## src/rtl/ring_frame_scheduler.sv

```systemverilog
// ring_frame_scheduler
// Decides when the LED driver shifts a new frame and holds the frame contents
// steady in shadow registers while it does.
//
// A frame is owed ("pending") after reset, after an update_req pulse, whenever
// a requested field differs from what was last sent, and every PERIOD_CYCLES.
// Requests that land during a frame fold into a single follow-up frame.
//
// Ports
//   clk, res_n       clock (rising edge), async active-low reset
//   led_mask_in      [11:0] requested LED on-mask
//   colour_in        [2:0]  requested colour code
//   intensity_in     [7:0]  requested intensity
//   update_req       single-cycle frame request
//   driver_busy      high while the driver shifts a frame
//   refresh          one-cycle start pulse to the driver
//   led_mask_out, colour_out, intensity_out   shadow copy of the frame
//   frame_done       one-cycle pulse on the last latch-gap cycle
//   pending          a frame send is owed
//   timeout_err      sticky: driver never went busy after a refresh
module ring_frame_scheduler #(
  parameter int LATCH_CYCLES  = 3000,
  parameter int PERIOD_CYCLES = 500000,
  parameter int START_TIMEOUT = 255
) (
  input  logic        clk,
  input  logic        res_n,
  input  logic [11:0] led_mask_in,
  input  logic [2:0]  colour_in,
  input  logic [7:0]  intensity_in,
  input  logic        update_req,
  input  logic        driver_busy,
  output logic        refresh,
  output logic [11:0] led_mask_out,
  output logic [2:0]  colour_out,
  output logic [7:0]  intensity_out,
  output logic        frame_done,
  output logic        pending,
  output logic        timeout_err
);

  typedef struct packed {
    logic [11:0] mask;
    logic [2:0]  colour;
    logic [7:0]  intensity;
  } frame_t;

  typedef enum logic [2:0] {
    S_IDLE, S_LOAD, S_START, S_WAIT_BUSY, S_BUSY, S_LATCH
  } state_t;

  localparam logic [15:0] LATCH_LAST  = 16'(LATCH_CYCLES - 1);
  localparam logic [7:0]  TMO_LAST    = 8'(START_TIMEOUT - 1);
  localparam logic [19:0] PERIOD_LAST = 20'(PERIOD_CYCLES - 1);
  localparam bit          PERIOD_EN   = (PERIOD_CYCLES != 0);

  state_t      state, state_n;
  frame_t      frame_in, shadow;
  logic [15:0] latch_cnt;
  logic [7:0]  tmo_cnt;
  logic [19:0] period_cnt;
  logic        period_hit, timeout_hit, pend_set;

  assign frame_in = '{mask: led_mask_in, colour: colour_in, intensity: intensity_in};

  assign period_hit  = PERIOD_EN && (period_cnt == PERIOD_LAST);
  assign timeout_hit = (state == S_WAIT_BUSY) && !driver_busy && (tmo_cnt == TMO_LAST);
  // Field changes while LOAD is copying them are already in the frame.
  assign pend_set    = update_req || period_hit ||
                       ((frame_in != shadow) && (state != S_LOAD));

  always_comb begin
    state_n    = state;
    refresh    = 1'b0;
    frame_done = 1'b0;
    unique case (state)
      S_IDLE:      if (pending) state_n = S_LOAD;
      S_LOAD:      state_n = S_START;
      S_START: begin
        refresh = 1'b1;
        state_n = S_WAIT_BUSY;
      end
      S_WAIT_BUSY: begin
        if (driver_busy)      state_n = S_BUSY;
        else if (timeout_hit) state_n = S_LATCH;
      end
      S_BUSY:      if (!driver_busy) state_n = S_LATCH;
      S_LATCH: begin
        if (latch_cnt == LATCH_LAST) begin
          frame_done = 1'b1;
          state_n    = S_IDLE;
        end
      end
      default:     state_n = S_IDLE;
    endcase
  end

  always_ff @(posedge clk or negedge res_n) begin
    if (!res_n) begin
      state       <= S_IDLE;
      shadow      <= '0;
      latch_cnt   <= '0;
      tmo_cnt     <= '0;
      period_cnt  <= '0;
      pending     <= 1'b1;   // first frame goes out right after reset
      timeout_err <= 1'b0;
    end else begin
      state <= state_n;

      if (state == S_LOAD) shadow <= frame_in;

      latch_cnt <= (state == S_LATCH)     ? latch_cnt + 16'd1 : '0;
      tmo_cnt   <= (state == S_WAIT_BUSY) ? tmo_cnt + 8'd1    : '0;

      // Free-running in every state; only LOAD re-phases it.
      if (state == S_LOAD || period_hit) period_cnt <= '0;
      else                               period_cnt <= period_cnt + 20'd1;

      // A new request on the LOAD cycle must survive the clear.
      pending <= pend_set || (pending && (state != S_LOAD));

      if (timeout_hit) timeout_err <= 1'b1;
    end
  end

  assign led_mask_out  = shadow.mask;
  assign colour_out    = shadow.colour;
  assign intensity_out = shadow.intensity;

endmodule

```

## config.mk

```make
export PLATFORM = sky130hd
export DESIGN_NAME = ring_frame_scheduler
export DESIGN_NICKNAME = d
export VERILOG_FILES = /design/src/rtl/ring_frame_scheduler.sv
export SDC_FILE = /design/constraint.sdc
export NUM_CORES = 1
export LEC_CHECK = 0
export ABC_CLOCK_PERIOD_IN_PS = 1790
export BUFFER_PORTS_ARGS = -buffer_cell sky130_fd_sc_hd__buf_2
export CORE_ASPECT_RATIO = 2
export CORE_MARGIN = 4
export CORE_UTILIZATION = 51
export CTS_CLUSTER_DIAMETER = 60
export DETAILED_ROUTE_END_ITERATION = 8
export PLACE_DENSITY_LB_ADDON = 0.3
export SLEW_MARGIN = 10
export SYNTH_ARGS = -nofsm -noshare
export SYNTH_HDL_FRONTEND = slang
export SYNTH_SLANG_ARGS = --single-unit
export TNS_END_PERCENT = 50
```

## constraint.sdc

```tcl
create_clock -name clk -period 1.79 [get_ports clk]
set_input_delay 0.2685 -clock clk [delete_from_list [all_inputs] [get_ports clk]]
set_output_delay 0.2685 -clock clk [all_outputs]
set_load 0.02 [all_outputs]
```

* After elaboration in Yosys (flattened, before gate mapping)
Index checks and enable logic that the tools add are counted.
Cells by class: bitwise logic cells 0, $mul 0, multiplexer cells 12, reductions and logical operators 11, add/sub/neg operators 3, $lt $le $gt $ge 0, equality and inequality tests 14, div/mod/pow operators 0, shifts and indexed selects 0
Operators by type and width (count):
- 23-bit inequality test | 1
- 20-bit by 1-bit adder with 20-bit output, second input constant | 1
- 20-bit by 19-bit == test with 1-bit output, second input constant | 1
- 20-bit two-way mux | 1
- 3-bit one-hot mux with 6 select lines | 1
- 16-bit by 1-bit adder with 16-bit output, second input constant | 1
- 16-bit by 12-bit == test with 1-bit output, second input constant | 1
- 16-bit two-way mux | 1
- 3-bit two-way mux | 5
- 8-bit by 1-bit adder with 8-bit output, second input constant | 1
- 8-bit == test, second input constant | 1
- 8-bit two-way mux | 1
- 3-bit by 2-bit == test with 1-bit output, second input constant | 2
- 3-bit == test, second input constant | 2
- 2-bit inequality test, second input constant | 3
- 1-bit logical AND | 4
- 1-bit logical OR | 4
- 4-bit AND reduction | 1
- 3-bit by 1-bit == test with 1-bit output, second input constant | 1
- 3-bit logical NOT | 1
- 1-bit two-way mux | 3
- 3-bit by 1-bit inequality test with 1-bit output, second input constant | 1
- 3-bit inequality test, second input constant | 1
- 1-bit logical NOT | 1
Word-level totals: input bits 27, latch bits 0, output and inout bits 27, logic and storage cells 49, memory bits (writable) 0, memories 0, bits in registers 72, ROM bits 0

* Logic depth before layout (Yosys ltp)
Gate-level depths: netlist of run 1.
depth in word-level cells 6, mapped depth 6, mapped depth without buffers 6

* Least setup slack after synthesis of run 1
No wires, ideal clock.
path kind reg2reg, from register period_cnt[12], to register period_cnt[11], arrival time 1.517 ns, setup slack 0.155 ns, library setup time 0.119 ns, data required time 1.671 ns, period minus slack after synthesis 1.635 ns, cell stages (with the launch flop) 6, path buffers 1, cell sequence dfrtp_1 -> or4_1 -> nor4_2 -> or2_2 -> buf_6 -> nor2_1
On the way: longest elaborated chain between the ends 3
Ends and longest elaborated chain:
- from (decl) | line 61 | logic [19:0] period_cnt;
- from (signal assigned) | line 117 | else period_cnt <= period_cnt + 20'd1;
- 20-bit by 19-bit == test with 1-bit output | line 66 | assign period_hit = PERIOD_EN && (period_cnt == PERIOD_LAST);
- 1-bit logical OR | line 116 | if (state == S_LOAD || period_hit) period_cnt <= '0;
- 20-bit two-way mux | line 116
Every way passes these cells. A chain may end at the register's enable or synchronous reset.

* Worst setup path after layout of run 1
from register latch_cnt[10], to output frame_done
On the way: longest elaborated chain between the ends 3
Ends and longest elaborated chain:
- from (decl) | line 59 | logic [15:0] latch_cnt;
- from (signal assigned) | line 112 | latch_cnt <= (state == S_LATCH) ? latch_cnt + 16'd1 : '0;
- 16-bit by 12-bit == test with 1-bit output | line 89 | if (latch_cnt == LATCH_LAST) begin
- 1-bit two-way mux | line 89
- 1-bit two-way mux | line 76 | unique case (state)
- to (decl) | line 37 | output logic frame_done,
Every way passes these cells.

==> impl_metrics.toml, run 1 <==
[sta]
fin_crit_ns = 1.777
hold_viol = 0
finalMaxSlewViolations = 0
relSlewSlack_pct = 68.26
rsz0062_at_grt = "yes"
finalCritPeriodShare_pct = 99.26
worst_pin_slew_ns = 0.4725
fin_skew_ns = 0.004995
fmax_mhz = 562.8
fin_hold_ws_ns = 0.1860
tns_ns = 0
setup_viol = 0

[global_route]
grt_usage_pct = 18.45
overflow = 0
first_global_vias = 2609
antenna_found_initial = 0
grt_pass1_wl_um = 11410
grt_max_degree = 73

[setup_path]
crit_buf_inv = 1
cp_cell_sequence = "nor4b_2 -> nand4b_1 -> nor2_1 -> buf_4"
critPathTopFamily = "simple AND/OR/NAND/NOR gates"
r2r_slack_ns = 0.11
crit_slowest_cell = "dfrtp_1"
critPathArrivalTime_ns = 1.51
max_stage_delay_ns = 0.43
cp_max_fo = 3
start_kind = "flip-flop"
endpoint_kind = "output pin"
crit_required_ns = 1.52
setup.worst_path.class = "flip-flop to output pin"

[placed_design]
place.gp.congestion = 0.7710
io_buffers = 53
post-place-cells = 461
hpwl_um = 4937

[yosys]
syn_inst = 312
synth_mux_area_share_pct = 7.563
syn-cell-area_um2 = 3425
synth_seq_cells = 72
synth_edf_count = 0
synth.yosys.seq_area_share_pct = 52.65
synth_flop_cell = "dfrtp_1"
async_flop_share_pct = 100.0
yosysMostFrequentCell = "dfrtp_1"
synth_top_area_share_pct = 51.88
syn_nets = 343
synth_top_family_by_area = "simple AND/OR/NAND/NOR gates"
synth_xor_area_share_pct = 15.35
synthSimpleGateAreaFrac_pct = 19.15
synth-adder-area-share_pct = 1.461
synth.avg_cell_area_um2 = 10.98
synth_compound_area_share_pct = 1.790
yosys.area.top_type = "dfrtp_1"
synth_warnings = 0
ys_top_cells_by_area = "dfrtp_1, xor2_1, mux2_2, nor2_1, xnor2_1"
synth_cell_types = 35
netlist_top_cells_count = "dfrtp_1, nor2_1, xor2_1"

[route]
detail-route-antenna-nets = 0
first_pass_iters = 4
routed_wl_um = 6946
drtIter0Drc = 126
vias_per_cell = 5.251
wl_per_cell_um = 14.50
drcViolationCount = 0
via_count = 2515

[final_layout]
stdcell_count = 479
nets = 417
utilization_pct = 65.31
antenna_cells = 0
syn_to_final_growth_pct = 25.28
layout-drive-gt1-share_pct = 29.41

[power]
seq_power_share_pct = 36.5
p_sw_share_pct = 33.11
p_clk_share_pct = 29.9
p_sw_mw = 2.165
ir_worst_vdd_uv = 1082
intPower_mw = 4.374
p_leak_nw = 1.963
pwr-share-comb_pct = 33.6
cellPowerDensity_nw_per_um2 = 1524

[clock_network]
cts.path.max_buffers = 2
clkLatencyLatePin_ns = 0.33
cts-htree-levels = 3
clkSlewWorstSetupHoldPaths_ns = 0.05
cts_root_buf = "clkbuf_16"
cts_tree = "yes"
clkSinkCount = 72
cts_made_buffers = 9

[floorplanning]
top_level_ports = 54
row_count = 42
core_area_um2 = 6569
die_width_um = 65.94
initial_utilization_pct = 52.13
dieArea_um2 = 8169
die_h_um = 123.9

[job]
max-cap-violations = 0

[worst_hold_path]
hold_path.class = "input pin to flip-flop"

[outcome]
status = "finished clean"
## state kept, by name (all words and copies together) (netlist names)
name / cells
tmo_cnt: 8
period_cnt: 20
intensity_out: 8
timeout_err: 1
state: 3
colour_out: 3
led_mask_out: 12
latch_cnt: 16
pending: 1
## logic make-up after synthesis
family          count (synthesis)
mux                            23
xor+xnor                       60
compound gates                  9
flops                          72
fa+ha+maj                       4
buf+inv                        14
simple gates                  130
## path summary, 6_finish.rpt
kind	startpoint	end	depth (start not counted)
setup reg to reg	period_cnt[10]	period_cnt[11]	6
hold reg to reg	timeout_err	timeout_err	1
hold / removal	update_req	pending	3
max in group asynchronous	res_n	pending	3
min in group asynchronous	res_n	tmo_cnt[2]	3
setup / recovery	latch_cnt[10]	frame_done	4
## final cells by class
| class | count | area, um2 |
|---|---|---|
| multi-input cells | 226 | 1594 |
| fillers | 534 | 2278 |
| flip-flops and latches | 72 | 1803 |
| well taps | 88 | 110.1 |
| inverters | 7 | 26.28 |
| clock inverters | 2 | 60.06 |
| clock buffers | 14 | 274.0 |
| repair buffers | 70 | 422.9 |
## routing by layer
layer	up-vias	routed length (um)	global-route usage (%)
li1	1211	-	-
met4	0	163	7.888
met5	-	0	0
met3	19	250	4.874
met1	1237	2541	19.92
met2	48	3990	33.25
## through the flow
stage	setup WS [ns]	total power, mW	instance area (um2)
floorplan	0.1546	3.862	3425
global placement	0.1295	4.539	3900
detailed placement	0.1204	4.597	3900
CTS	0.000001887	6.601	4263
global route	-0.04440	6.917	4290
finish	0.01331	6.539	4290
## cells in the final DEF, fill, tap and decap left out, types with 9 or more instances in the layout
| cell | n |
|---|---|
| xnor2_1 | 23 |
| nor2_1 | 54 |
| buf_4 | 15 |
| nand2_1 | 14 |
| xor2_1 | 37 |
| clkbuf_16 | 9 |
| nand3_1 | 18 |
| buf_2 | 52 |
| dfrtp_1 | 71 |
| and3_1 | 12 |
| mux2_2 | 23 |
## worst min-delay path, stage by stage
cell     delay (ns)
buf_2          0.08
nor2_1         0.05
o21ai_0        0.07
## power groups by stage
stage	registers (mW)	clock network, mW	logic, mW
2_1_floorplan	2.71	0	1.16
3_3_place_gp	2.40	0	2.14
3_5_place_dp	2.42	0	2.18
4_1_cts	2.38	2.00	2.22
5_1_grt	2.44	2.06	2.41
6_report	2.38	1.96	2.20
## what timing repair did
| action | 4_1_cts | 5_1_grt |
|---|---|---|
| resized for setup | 3 | 4 |
| hold endpoints to repair | 71 | 0 |
| endpoints found under the setup margin | 1 | 14 |
| buffers inserted | 1 | 0 |
| hold buffers | 1 | 0 |
| pin swaps | 1 | 3 |
No activity file was read; power rests on OpenSTA's default activity.
==> inputs of run 2 (changes only) <==
--- a/config.mk
+++ b/config.mk
@@ -5,7 +5,7 @@
 export SDC_FILE = /design/constraint.sdc
 export NUM_CORES = 1
 export LEC_CHECK = 0
-export ABC_CLOCK_PERIOD_IN_PS = 1790
+export ABC_CLOCK_PERIOD_IN_PS = 1500
 export BUFFER_PORTS_ARGS = -buffer_cell sky130_fd_sc_hd__buf_2
 export CORE_ASPECT_RATIO = 2
 export CORE_MARGIN = 4
==> constraint.sdc (replaced) <==
create_clock -name clk -period 1.5 [get_ports clk]
set_input_delay 0.225 -clock clk [delete_from_list [all_inputs] [get_ports clk]]
set_output_delay 0.225 -clock clk [all_outputs]
set_load 0.02 [all_outputs]
==> run 2 against run 1 <==
Compared with the run above: the flow now finishes with violations (setup timing); routed wire length grew 17%; flip-flop and latch count stayed put; sequential power increased by 18%; register-to-register slack worse by 0.28 ns; utilization grew 6.6 points; cell count up 9.6%; critical path depth rose by 1; hold slack worse by 0.035 ns; via count is 9.9% higher; first-iteration DRC count shrank 42%; clock power up 6%.
==> impl_metrics.toml, run 2 (synthesized netlist as in run 1, its figures left out) <==
[global_route]
antenna_found_initial = 0
grt_max_degree = 29
grt_pass1_wl_um = 13280
overflow = 0
grt_usage_pct = 21.78
first_global_vias = 3044

[worst_hold_path]
holdPathStages = 2
hold_start = "led_mask_in[10]"
hold_path.class = "input pin to flip-flop"

[final_layout]
stdcell_count = 525
antenna_cells = 0
seq_area_um2 = 1804
layout_commonest_cell = "dfrtp_1"
utilization_pct = 71.94
syn_to_final_growth_pct = 38.00
layout-drive-gt1-share_pct = 42.79
fill_cells = 482
largest-register = "period_cnt"
largest_register_ffs = 20
nets = 464
layout_common_cells = "dfrtp_1, buf_4, buf_2, nor2_1, xor2_1"
multi_input_area_um2 = 1702

[setup_path]
r2r_slack_ns = -0.17
rr_worst_depth = 8
endpoint_kind = "output pin"
crit_required_ns = 1.27
rr_startpoint = "latch_cnt[0]"
setup.worst_path.class = "flip-flop to output pin"
critPathArrivalTime_ns = 1.59
cp-startpoint = "latch_cnt[0]"
crit_end = "frame_done"
rr_endpoint = "state[0]"
start_kind = "flip-flop"
cp_max_fo = 2

[clock_network]
cts-htree-levels = 3
cts_tree = "yes"
cts_made_buffers = 9
cts_root_buf = "clkbuf_16"
clkSinkCount = 72
clkLatencyLatePin_ns = 0.33
clkSlewWorstSetupHoldPaths_ns = 0.05
cts.path.max_buffers = 2

[sta]
hold_viol = 0
relSlewSlack_pct = 71.25
setup_viol = 24
finalCritPeriodShare_pct = 121.0
fmax_mhz = 550.7
rsz0062_at_grt = "yes"
fin_crit_ns = 1.816
worst_pin_slew_ns = 0.4312
setup_ws_ns = -0.3157
tns_ns = -2.515
finalMaxSlewViolations = 0
fin_skew_ns = 0.004560

[route]
detail-route-antenna-nets = 0
drtIter0Drc = 73
wirelength_met1_um = 2794
wl_met3_um = 325
vias_per_cell = 5.263
first_pass_iters = 4
routed_wl_um = 8141
highest_layer = "met4"
via_count = 2763
wl_per_cell_um = 15.51
wl_met2_um = 4707
drcViolationCount = 0

[power]
ir_worst_vdd_uv = 1446
p_clk_share_pct = 26.1
p_sw_mw = 2.770
cellPowerDensity_nw_per_um2 = 1683
intPower_mw = 5.185
p_sw_share_pct = 34.82
total_power_mw = 7.955
seq_power_share_pct = 35.5
p_leak_nw = 2.167
pwr-share-comb_pct = 38.4

[placed_design]
place.gp.congestion = 0.8089
io_buffers = 53
post-place-cells = 495
pre_cts_ws_ns = -0.1643
hpwl_um = 5578

[floorplanning]
initial_utilization_pct = 52.13
row_count = 42
die_width_um = 65.94
top_level_ports = 54
dieArea_um2 = 8169
die_h_um = 123.9
core_area_um2 = 6569

[outcome]
violations = "setup timing"
status = "finished with violations"

[job]
max-cap-violations = 0
run 2: cell count changes in the layout (fill, tap and decap cells not counted), sizes merged:
cell	previous run	this run
or2	1	4
clkbuf	14	12
clkinvlp	0	1
bufinv	2	1
buf	69	113
clkinv	0	1
run 2: what timing repair did:
item / 4_1_cts / 5_1_grt
hold buffers: 1 / 0
resized for setup: 20 / 21
hold endpoints to repair: 11 / 0
pin swaps: 8 / 11
buffers inserted: 7 / 4
cloned: 2 / 1
setup endpoints to repair: 23 / 30
run 2: worst min-delay path by stage:
| stage | to | slack, ns |
|---|---|---|
| after global routing | pending | 0.15 |
| after CTS | led_mask_out[10] | 0.14 |
| after floorplan | colour_out[0] | -0.07 |
| after detailed placement | latch_cnt[12] | 0.19 |
| final | led_mask_out[10] | 0.15 |
| after global placement | latch_cnt[12] | 0.19 |
run 2: critical path, cell delays in order, from the launching register on:
cell	delay, ns
dfrtp_1	0.37
ha_2	0.19
and4_1	0.19
nand4b_1	0.19
nor2_2	0.18
buf_6	0.14
run 2: area by class of cell:
cell class,instances,share of cell area [%]
Clock buffer,12,5.216
Multi-Input combinational cell,229,36.01
Timing Repair Buffer,114,16.76
Tap cell,88,2.330
Clock inverter,3,0.9002
Sequential cell,72,38.18
Inverter,7,0.6089
run 2: metal layers:
metal  GRT usage [%]  vias up
met5               0        -
met4           11.96        0
met3           6.137       24
met2           39.79       61
met1           21.52     1374
li1                -     1304
run 2: through the flow:
stage | cell area [um2] | hold WS (ns)
after floorplan | 3430 | -0.07059
after global placement | 4185 | 0.1899
after detailed placement | 4185 | 0.1887
after CTS | 4614 | 0.1417
after global routing | 4726 | 0.1491
final | 4726 | 0.1509
run 2: power groups by stage:
stage          sequential [mW]  clock [mW]  combinational, mW
6_report                  2.82        2.08               3.06
5_1_grt                   2.89        2.21               3.31
4_1_cts                   2.81        2.12               2.99
3_5_place_dp              2.85           0               2.80
3_3_place_gp              2.82           0               2.73
2_1_floorplan             3.23           0               1.40
